$ cat src/rtl/kypd_scanner_if.sv
// ---------------------------------------------------------------------------
// kypd_scanner_if
// Bundles the keypad matrix pins and the debounced key outputs of
// kypd_scanner so the scanner and its neighbours connect through one port.
//
// Signals:
//   col_n       column drive, active-low one-hot (scanner -> matrix)
//   row_n       raw row sense, pulled up, active-low (matrix -> scanner)
//   key         accepted key code
//   key_valid   high while an accepted key is held
//   key_press   one-cycle pulse when a key is accepted
//   key_release one-cycle pulse on release (only with KYPD_RELEASE_PULSE_EN)
//
// Modports:
//   master  the scanner side (drives columns and key outputs)
//   slave   the keypad/consumer side (drives rows, observes key outputs)
//
// Optional feature macro: KYPD_RELEASE_PULSE_EN
// ---------------------------------------------------------------------------
interface kypd_scanner_if;
   logic [3:0] col_n;
   logic [3:0] row_n;
   logic [3:0] key;
   logic       key_valid;
   logic       key_press;
`ifdef KYPD_RELEASE_PULSE_EN
   logic       key_release;

   modport master (output col_n, output key, output key_valid,
                   output key_press, output key_release, input row_n);
   modport slave  (input col_n, input key, input key_valid,
                   input key_press, input key_release, output row_n);
`else
   modport master (output col_n, output key, output key_valid,
                   output key_press, input row_n);
   modport slave  (input col_n, input key, input key_valid,
                   input key_press, output row_n);
`endif
endinterface

$ cat src/rtl/kypd_scanner.sv
// ---------------------------------------------------------------------------
// kypd_scanner
// Scans the 4x4 Pmod keypad matrix one column at a time, classifies each
// full scan as no key / one key / several keys, debounces the result over
// DEBOUNCE_SCANS identical scans and reports the accepted key.
//
// Parameters:
//   SCAN_CYCLES     clocks each column is driven (>= 4)
//   DEBOUNCE_SCANS  identical full scans needed to accept a new state (>= 1)
//
// Ports:
//   clk      system clock
//   reset_n  asynchronous active-low reset
//   bus      kypd_scanner_if.master: col_n out, row_n in, key, key_valid,
//            key_press and (optionally) key_release out
//
// Optional feature macro: KYPD_RELEASE_PULSE_EN adds the key_release pulse
// on the held-key -> no-key acceptance.
// ---------------------------------------------------------------------------
module kypd_scanner #(
   parameter int SCAN_CYCLES    = 100000,
   parameter int DEBOUNCE_SCANS = 4
) (
   input  logic           clk,
   input  logic           reset_n,
   kypd_scanner_if.master bus
);

   localparam int DW = $clog2(SCAN_CYCLES);
   localparam int MW = $clog2(DEBOUNCE_SCANS + 1);
   localparam logic [DW-1:0] DWELL_LAST = DW'(SCAN_CYCLES - 1);
   localparam logic [MW-1:0] MATCH_MAX  = MW'(DEBOUNCE_SCANS);

   typedef enum logic [1:0] {COL0, COL1, COL2, COL3} col_state_t;
   typedef enum logic [1:0] {CLS_NONE, CLS_SINGLE, CLS_MULTI} cls_kind_t;

   // Key legend indexed by sample bit (column*4 + row, row 0 at the top).
   function automatic logic [3:0] code_of(input int idx);
      logic [3:0] c;
      case (idx)
         0:  c = 4'h1;  1: c = 4'h4;  2: c = 4'h7;  3: c = 4'h0;
         4:  c = 4'h2;  5: c = 4'h5;  6: c = 4'h8;  7: c = 4'hF;
         8:  c = 4'h3;  9: c = 4'h6; 10: c = 4'h9; 11: c = 4'hE;
         12: c = 4'hA; 13: c = 4'hB; 14: c = 4'hC; default: c = 4'hD;
      endcase
      return c;
   endfunction

   logic [3:0]    row_meta_q, row_meta_d, row_sync_q, row_sync_d;
   col_state_t    state_q, state_d;
   logic [DW-1:0] dwell_q, dwell_d;
   logic [11:0]   samp_q, samp_d;
   cls_kind_t     cand_kind_q, cand_kind_d;
   logic [3:0]    cand_code_q, cand_code_d;
   logic [MW-1:0] match_q, match_d;
   logic [3:0]    key_q, key_d;
   logic          key_valid_q, key_valid_d;
   logic          key_press_q, key_press_d;
   logic          key_release_q, key_release_d;

   logic [15:0]   all_bits;
   logic [1:0]    low_cnt;
   logic [3:0]    low_code;
   cls_kind_t     new_kind;
   logic [3:0]    new_code;
   logic          same_cand;
   logic [MW-1:0] match_next;

   // Classify the full scan as it stands in the final COL3 dwell cycle: the
   // three stored column nibbles plus the live synchronized rows for COL3.
   // Codes are forced to zero for NONE/MULTI so candidate compares stay simple.
   always_comb begin
      all_bits = {row_sync_q, samp_q};
      low_cnt  = 2'd0;
      low_code = 4'h0;
      for (int i = 0; i < 16; i++) begin
         if (!all_bits[i]) begin
            low_cnt  = (low_cnt == 2'd0) ? 2'd1 : 2'd2;
            low_code = code_of(i);
         end
      end
      case (low_cnt)
         2'd0:    new_kind = CLS_NONE;
         2'd1:    new_kind = CLS_SINGLE;
         default: new_kind = CLS_MULTI;
      endcase
      new_code   = (new_kind == CLS_SINGLE) ? low_code : 4'h0;
      same_cand  = (new_kind == cand_kind_q) && (new_code == cand_code_q);
      match_next = !same_cand ? MW'(1) :
                   (match_q == MATCH_MAX) ? match_q : match_q + MW'(1);
   end

   // Next-state logic: dwell counting, column rotation, per-column sampling
   // and, at the end of COL3, the debounce/acceptance decision. A MULTI
   // candidate can saturate the counter but never changes the outputs.
   always_comb begin
      row_meta_d    = bus.row_n;
      row_sync_d    = row_meta_q;
      state_d       = state_q;
      dwell_d       = dwell_q;
      samp_d        = samp_q;
      cand_kind_d   = cand_kind_q;
      cand_code_d   = cand_code_q;
      match_d       = match_q;
      key_d         = key_q;
      key_valid_d   = key_valid_q;
      key_press_d   = 1'b0;
      key_release_d = 1'b0;

      if (dwell_q != DWELL_LAST) begin
         dwell_d = dwell_q + DW'(1);
      end else begin
         dwell_d = '0;
         case (state_q)
            COL0: begin samp_d[3:0]  = row_sync_q; state_d = COL1; end
            COL1: begin samp_d[7:4]  = row_sync_q; state_d = COL2; end
            COL2: begin samp_d[11:8] = row_sync_q; state_d = COL3; end
            default: begin
               state_d     = COL0;
               cand_kind_d = new_kind;
               cand_code_d = new_code;
               match_d     = match_next;
               if (match_next == MATCH_MAX) begin
                  if (new_kind == CLS_NONE && key_valid_q) begin
                     key_valid_d   = 1'b0;
                     key_release_d = 1'b1;
                  end else if (new_kind == CLS_SINGLE &&
                               (!key_valid_q || key_q != new_code)) begin
                     key_d       = new_code;
                     key_valid_d = 1'b1;
                     key_press_d = 1'b1;
                  end
               end
            end
         endcase
      end
   end

   // State register. Reset discards all scan and debounce history and puts
   // the synchronizer in the idle (all rows released) state.
   always_ff @(posedge clk or negedge reset_n) begin
      if (!reset_n) begin
         row_meta_q    <= 4'hF;
         row_sync_q    <= 4'hF;
         state_q       <= COL0;
         dwell_q       <= '0;
         samp_q        <= '1;
         cand_kind_q   <= CLS_NONE;
         cand_code_q   <= 4'h0;
         match_q       <= '0;
         key_q         <= 4'h0;
         key_valid_q   <= 1'b0;
         key_press_q   <= 1'b0;
         key_release_q <= 1'b0;
      end else begin
         row_meta_q    <= row_meta_d;
         row_sync_q    <= row_sync_d;
         state_q       <= state_d;
         dwell_q       <= dwell_d;
         samp_q        <= samp_d;
         cand_kind_q   <= cand_kind_d;
         cand_code_q   <= cand_code_d;
         match_q       <= match_d;
         key_q         <= key_d;
         key_valid_q   <= key_valid_d;
         key_press_q   <= key_press_d;
         key_release_q <= key_release_d;
      end
   end

   assign bus.col_n     = ~(4'b0001 << state_q);
   assign bus.key       = key_q;
   assign bus.key_valid = key_valid_q;
   assign bus.key_press = key_press_q;
`ifdef KYPD_RELEASE_PULSE_EN
   assign bus.key_release = key_release_q;
`else
   logic unused_release;
   assign unused_release = key_release_q;
`endif

endmodule

$ cat src/flat_wrapper.sv
// flat-port wrapper written by rule: the top's interface ports become plain ports
module kypd_scanner_flat 
#(
   parameter int SCAN_CYCLES    = 100000,
   parameter int DEBOUNCE_SCANS = 4
)
  (clk, reset_n, bus_col_n, bus_key, bus_key_valid, bus_key_press, bus_row_n);
  kypd_scanner_if bus_i ();
  input  logic clk;
  input  logic reset_n;
  output wire logic [$bits(bus_i.col_n)-1:0] bus_col_n;
  output wire logic [$bits(bus_i.key)-1:0] bus_key;
  output wire logic [$bits(bus_i.key_valid)-1:0] bus_key_valid;
  output wire logic [$bits(bus_i.key_press)-1:0] bus_key_press;
  input wire logic [$bits(bus_i.row_n)-1:0] bus_row_n;
  assign bus_col_n = bus_i.col_n;
  assign bus_key = bus_i.key;
  assign bus_key_valid = bus_i.key_valid;
  assign bus_key_press = bus_i.key_press;
  assign bus_i.row_n = bus_row_n;
  kypd_scanner #(.SCAN_CYCLES(SCAN_CYCLES), .DEBOUNCE_SCANS(DEBOUNCE_SCANS)) u_core (.clk(clk), .reset_n(reset_n), .bus(bus_i));
endmodule
$ cat config.mk
export PLATFORM = sky130hd
export DESIGN_NAME = kypd_scanner_flat
export DESIGN_NICKNAME = d
export VERILOG_FILES = /design/src/rtl/kypd_scanner_if.sv /design/src/rtl/kypd_scanner.sv /design/src/flat_wrapper.sv
export SDC_FILE = /design/constraint.sdc
export NUM_CORES = 1
export LEC_CHECK = 0
export CORE_MARGIN = 2
export CORE_UTILIZATION = 41
export CTS_CLUSTER_SIZE = 16
export DETAILED_ROUTE_END_ITERATION = 10
export DONT_BUFFER_PORTS = 1
export PLACE_DENSITY = 0.61
export SETUP_SLACK_MARGIN = 0.5
export SLEW_MARGIN = 10
export SYNTH_ARGS = -nofsm -noshare
export SYNTH_HDL_FRONTEND = slang
export SYNTH_SLANG_ARGS = --single-unit
$ cat constraint.sdc
create_clock -name clk -period 4.6 [get_ports clk]
set_clock_uncertainty 0.2 [all_clocks]
set_input_delay 0.92 -clock clk [delete_from_list [all_inputs] [get_ports clk]]
set_output_delay 0.92 -clock clk [all_outputs]
set_load 0.02 [all_outputs]
==> results.json <==
{
  "yosys.area_share.adder_pct": 3.807,
  "final_core_util_pct": 48.01,
  "first_pass_iters": 4,
  "final_antenna_net_count": 0,
  "ys_dominant_reg_cell": "dfrtp_1",
  "clk_pin_slew_ns": 0.10,
  "worstPathArrival_ns": 4.19,
  "leakagePower_nw": 1.584,
  "worst-path-buf-inv": 5,
  "synth_xor_area_share_pct": 6.395,
  "synth-seq-cells": 54,
  "power_frac_comb_pct": 1.8,
  "syn_to_final_growth_pct": 12.87,
  "max_freq_mhz": 238.6,
  "ys_warn_count": 0,
  "clkLatencyLatePin_ns": 0.31,
  "synth.cell_area_um2": 3287,
  "r2r_start": "u_core.samp_q[1]$_DFFE_PN1P_",
  "wl_per_cell_um": 15.42,
  "setup_violations": 0,
  "overflow": 0,
  "antennaDiodeCount": 0,
  "start_util_pct": 42.54,
  "place.gp.congestion": 0.8118,
  "post-route-period-util_pct": 91.12,
  "yosysTopAreaCellShare_pct": 25.89,
  "endpoint_kind": "register",
  "portBuffers": 0,
  "multi_input_area_um2": 1884,
  "die_h_um": 93.54,
  "critPathLaunchType": "register",
  "cp_max_fo": 7,
  "grt_pass1_vias": 2361,
  "antenna_found_initial": 0,
  "drt_first_iter_violations": 138,
  "io_pins": 16,
  "synth_compound_area_share_pct": 17.02,
  "seq_power_share_pct": 62.7,
  "p_int_uw": 609.9,
  "finalCriticalPeriod_ns": 4.192,
  "ys_seq_area_share_pct": 41.87,
  "grt_pass1_wl_mm": 11.44,
  "grt_use_total_pct": 16.10,
  "tns_ns": 0,
  "rows": 32,
  "max_cap_violations": 0,
  "cts.sinks": 54,
  "synth.area.mux_share_pct": 5.215,
  "synth_cells": 345,
  "fp.dieW_um": 93.54,
  "ctsHtreeMaxLevel": 2,
  "p_sw_share_pct": 21.81,
  "post-dp-hpwl_mm": 4.680,
  "yosysTopAreaCell": "dfrtp_1",
  "path_cells": "inv_2 > ha_4 > o21bai_4 > o211ai_2 > buf_4 > o211ai_1 > o22ai_2 > o211ai_1 > o211ai_4 > buf_12 > nor3_4 > nor4_4 > or2_1 > buf_4 > buf_6 > mux2_4 > and2_4 > a22o_1",
  "cp_slowest_cell": "dfstp_2",
  "crit_start": "u_core.samp_q[1]$_DFFE_PN1P_",
  "num-fill-cells": 699,
  "final-max-slew-violation-count": 0,
  "drt_wl_total_mm": 6.999,
  "die-area_um2": 8749,
  "clockBufferDepth": 2,
  "rr_worst_depth": 18,
  "core_area_um2": 7727,
  "route.detailed.drc": 0,
  "worstReg2RegEnd": "u_core.match_q[1]$_DFFE_PN0P_",
  "irDropWorstVdd_uv": 154.1,
  "p_switching_uw": 170.2,
  "async_flop_share_pct": 100.0,
  "avgSynthCellArea_um2": 9.527,
  "cts_buffers": 5,
  "finalNetCount": 367,
  "synth.net_count": 361,
  "drive_above_1_share_pct": 25.00,
  "hold_path.class": "input pin to async pin",
  "clockRootBuffer": "clkbuf_8",
  "yosys.area_share.simple_pct": 20.78,
  "path_class": "register to register",
  "design_area_um2": 3710,
  "place_area_um2": 3386,
  "grt_max_degree": 55,
  "synth_cell_types": 65,
  "r2r_slack_ns": 0.41,
  "worst_pin_slew_ns": 0.5876,
  "dr_total_vias": 2509,
  "status": "completed",
  "clkPwrFrac_pct": 35.5,
  "synth_top_family_by_area": "simple AND/OR/NAND/NOR gates",
  "cp.required_ns": 4.60,
  "synth_area_leaders": "dfrtp_1 26%, dfstp_2 16%, nand2_1 4.2%, ha_1 3.8%, xor2_1 3.5%",
  "crit_family": "compound AO/OA/AOI/OAI gates",
  "max-slew-margin-rel_pct": 60.73,
  "cts_tree": "done",
  "power.density_nw_per_um2": 210.3,
  "synth_edf_count": 0,
  "finalHoldViolCount": 0,
  "vias_per_cell": 5.526,
  "slowest_delay_ns": 0.55,
  "seqCellArea_um2": 1376,
  "rsz0062_at_grt": "true"
}
Yosys cell counts, types with 2 or more instances:
| cell | count |
|---|---|
| nor4bb_1 | 2 |
| a21oi_1 | 13 |
| buf_4 | 3 |
| a21boi_0 | 2 |
| nand4_1 | 4 |
| a21o_1 | 2 |
| dfrtp_1 | 34 |
| a31oi_1 | 3 |
| dfstp_2 | 20 |
| o22ai_1 | 2 |
| inv_1 | 18 |
| xnor2_1 | 11 |
| o211a_1 | 2 |
| ha_1 | 10 |
| nor2_1 | 19 |
| nand3b_1 | 2 |
| nand3_1 | 14 |
| and2_1 | 6 |
| o211ai_1 | 2 |
| mux2_2 | 8 |
| nand2b_1 | 2 |
| o21ai_0 | 22 |
| nor2b_1 | 7 |
| o211ai_2 | 2 |
| o31ai_1 | 3 |
| nand2_1 | 37 |
| nor4_1 | 4 |
| o31a_1 | 2 |
| nor3_1 | 8 |
| xor2_1 | 13 |
| nor4b_1 | 3 |
| o21ai_1 | 2 |
| and3_1 | 9 |
| mux2_4 | 4 |
| or3_1 | 4 |
| o21a_1 | 2 |
| clkbuf_1 | 16 |
placed cells by master, fill, tap and decap left out, drive strengths merged, types with 5 or more instances in the layout:
cell type	n
nand2	38
dfrtp	34
o21ai	24
dfstp	20
nor2	19
buf	19
inv	18
nand3	14
xor2	13
a21oi	13
mux2	13
xnor2	11
ha	10
and3	9
nor3	9
nor2b	7
clkbuf	6
and2	6
o211ai	5
routing by layer:
layer | track usage, % | share of wire (%) | vias up
met5 | 0 | 0 | -
li1 | - | - | 1229
met4 | 4.469 | 1.3 | 0
met2 | 24.88 | 47 | 32
met1 | 23.55 | 50 | 1241
met3 | 2.417 | 1.8 | 7
stage by stage:
step	power, mW	setup slack [ns]	instances	hold slack, ns
after floorplan	0.5036	0.4790	345	0.1452
final	0.7801	0.4083	454	0.1012
after CTS	0.7879	0.5012	445	0.08479
after global placement	0.5085	0.3925	431	0.1470
after detailed placement	0.5086	0.2672	431	0.1472
after global routing	0.8106	0.2065	454	0.07238
cells by family after synthesis:
kind of cell / Yosys count
AOI/OAI and AO/OA: 77
xor gates and xnor gates: 24
adders and majority gates: 10
buffers and inverters: 38
DFF: 54
muxes: 14
and+or+nand+nor: 128
power by group through the flow:
stage	Sequential [mW]	Clock [mW]	Combinational, mW
6_report	0.489	0.277	0.0140
3_3_place_gp	0.497	0	0.0112
5_1_grt	0.490	0.305	0.0152
4_1_cts	0.489	0.288	0.0114
3_5_place_dp	0.497	0	0.0113
2_1_floorplan	0.491	0	0.0124
repair_timing:
item	in CTS	in global routing
endpoints found under the setup margin	9	9
hold buffers	0	0
pin swaps	6	9
setup buffers	6	9
resized for setup	5	13
flip-flops by register name, indices dropped and copies added (netlist names):
name / flops
u_core.cand_code_q: 4
u_core.samp_q: 12
u_core.dwell_q: 17
u_core.cand_kind_q: 2
u_core.bus.key: 4
u_core.bus.key_press: 1
u_core.row_sync_q: 4
u_core.state_q: 2
u_core.match_q: 3
u_core.row_meta_q: 4
u_core.bus.key_valid: 1
worst max path at each step:
stage	end	slack (ns)	cells past startpoint
5_1_grt	u_core.bus.key_valid$_DFFE_PN0P_	0.21	16
6_report	u_core.match_q[1]$_DFFE_PN0P_	0.41	18
2_1_floorplan	u_core.bus.key[3]$_DFFE_PN0P_	0.48	15
3_3_place_gp	u_core.bus.key_valid$_DFFE_PN0P_	0.39	14
3_5_place_dp	u_core.bus.key_valid$_DFFE_PN0P_	0.27	14
4_1_cts	u_core.bus.key[0]$_DFFE_PN0P_	0.50	14
area by class of cell:
class                           instances  area share, %
Sequential cell                        54          37.10
Clock inverter                          2         0.3373
Inverter                               18          1.821
Tap cell                              102          3.440
Clock buffer                            6          2.226
Multi-Input combinational cell        253          50.79
Timing Repair Buffer                   19          4.283
Note: power is estimated with default switching activity, not from simulation.
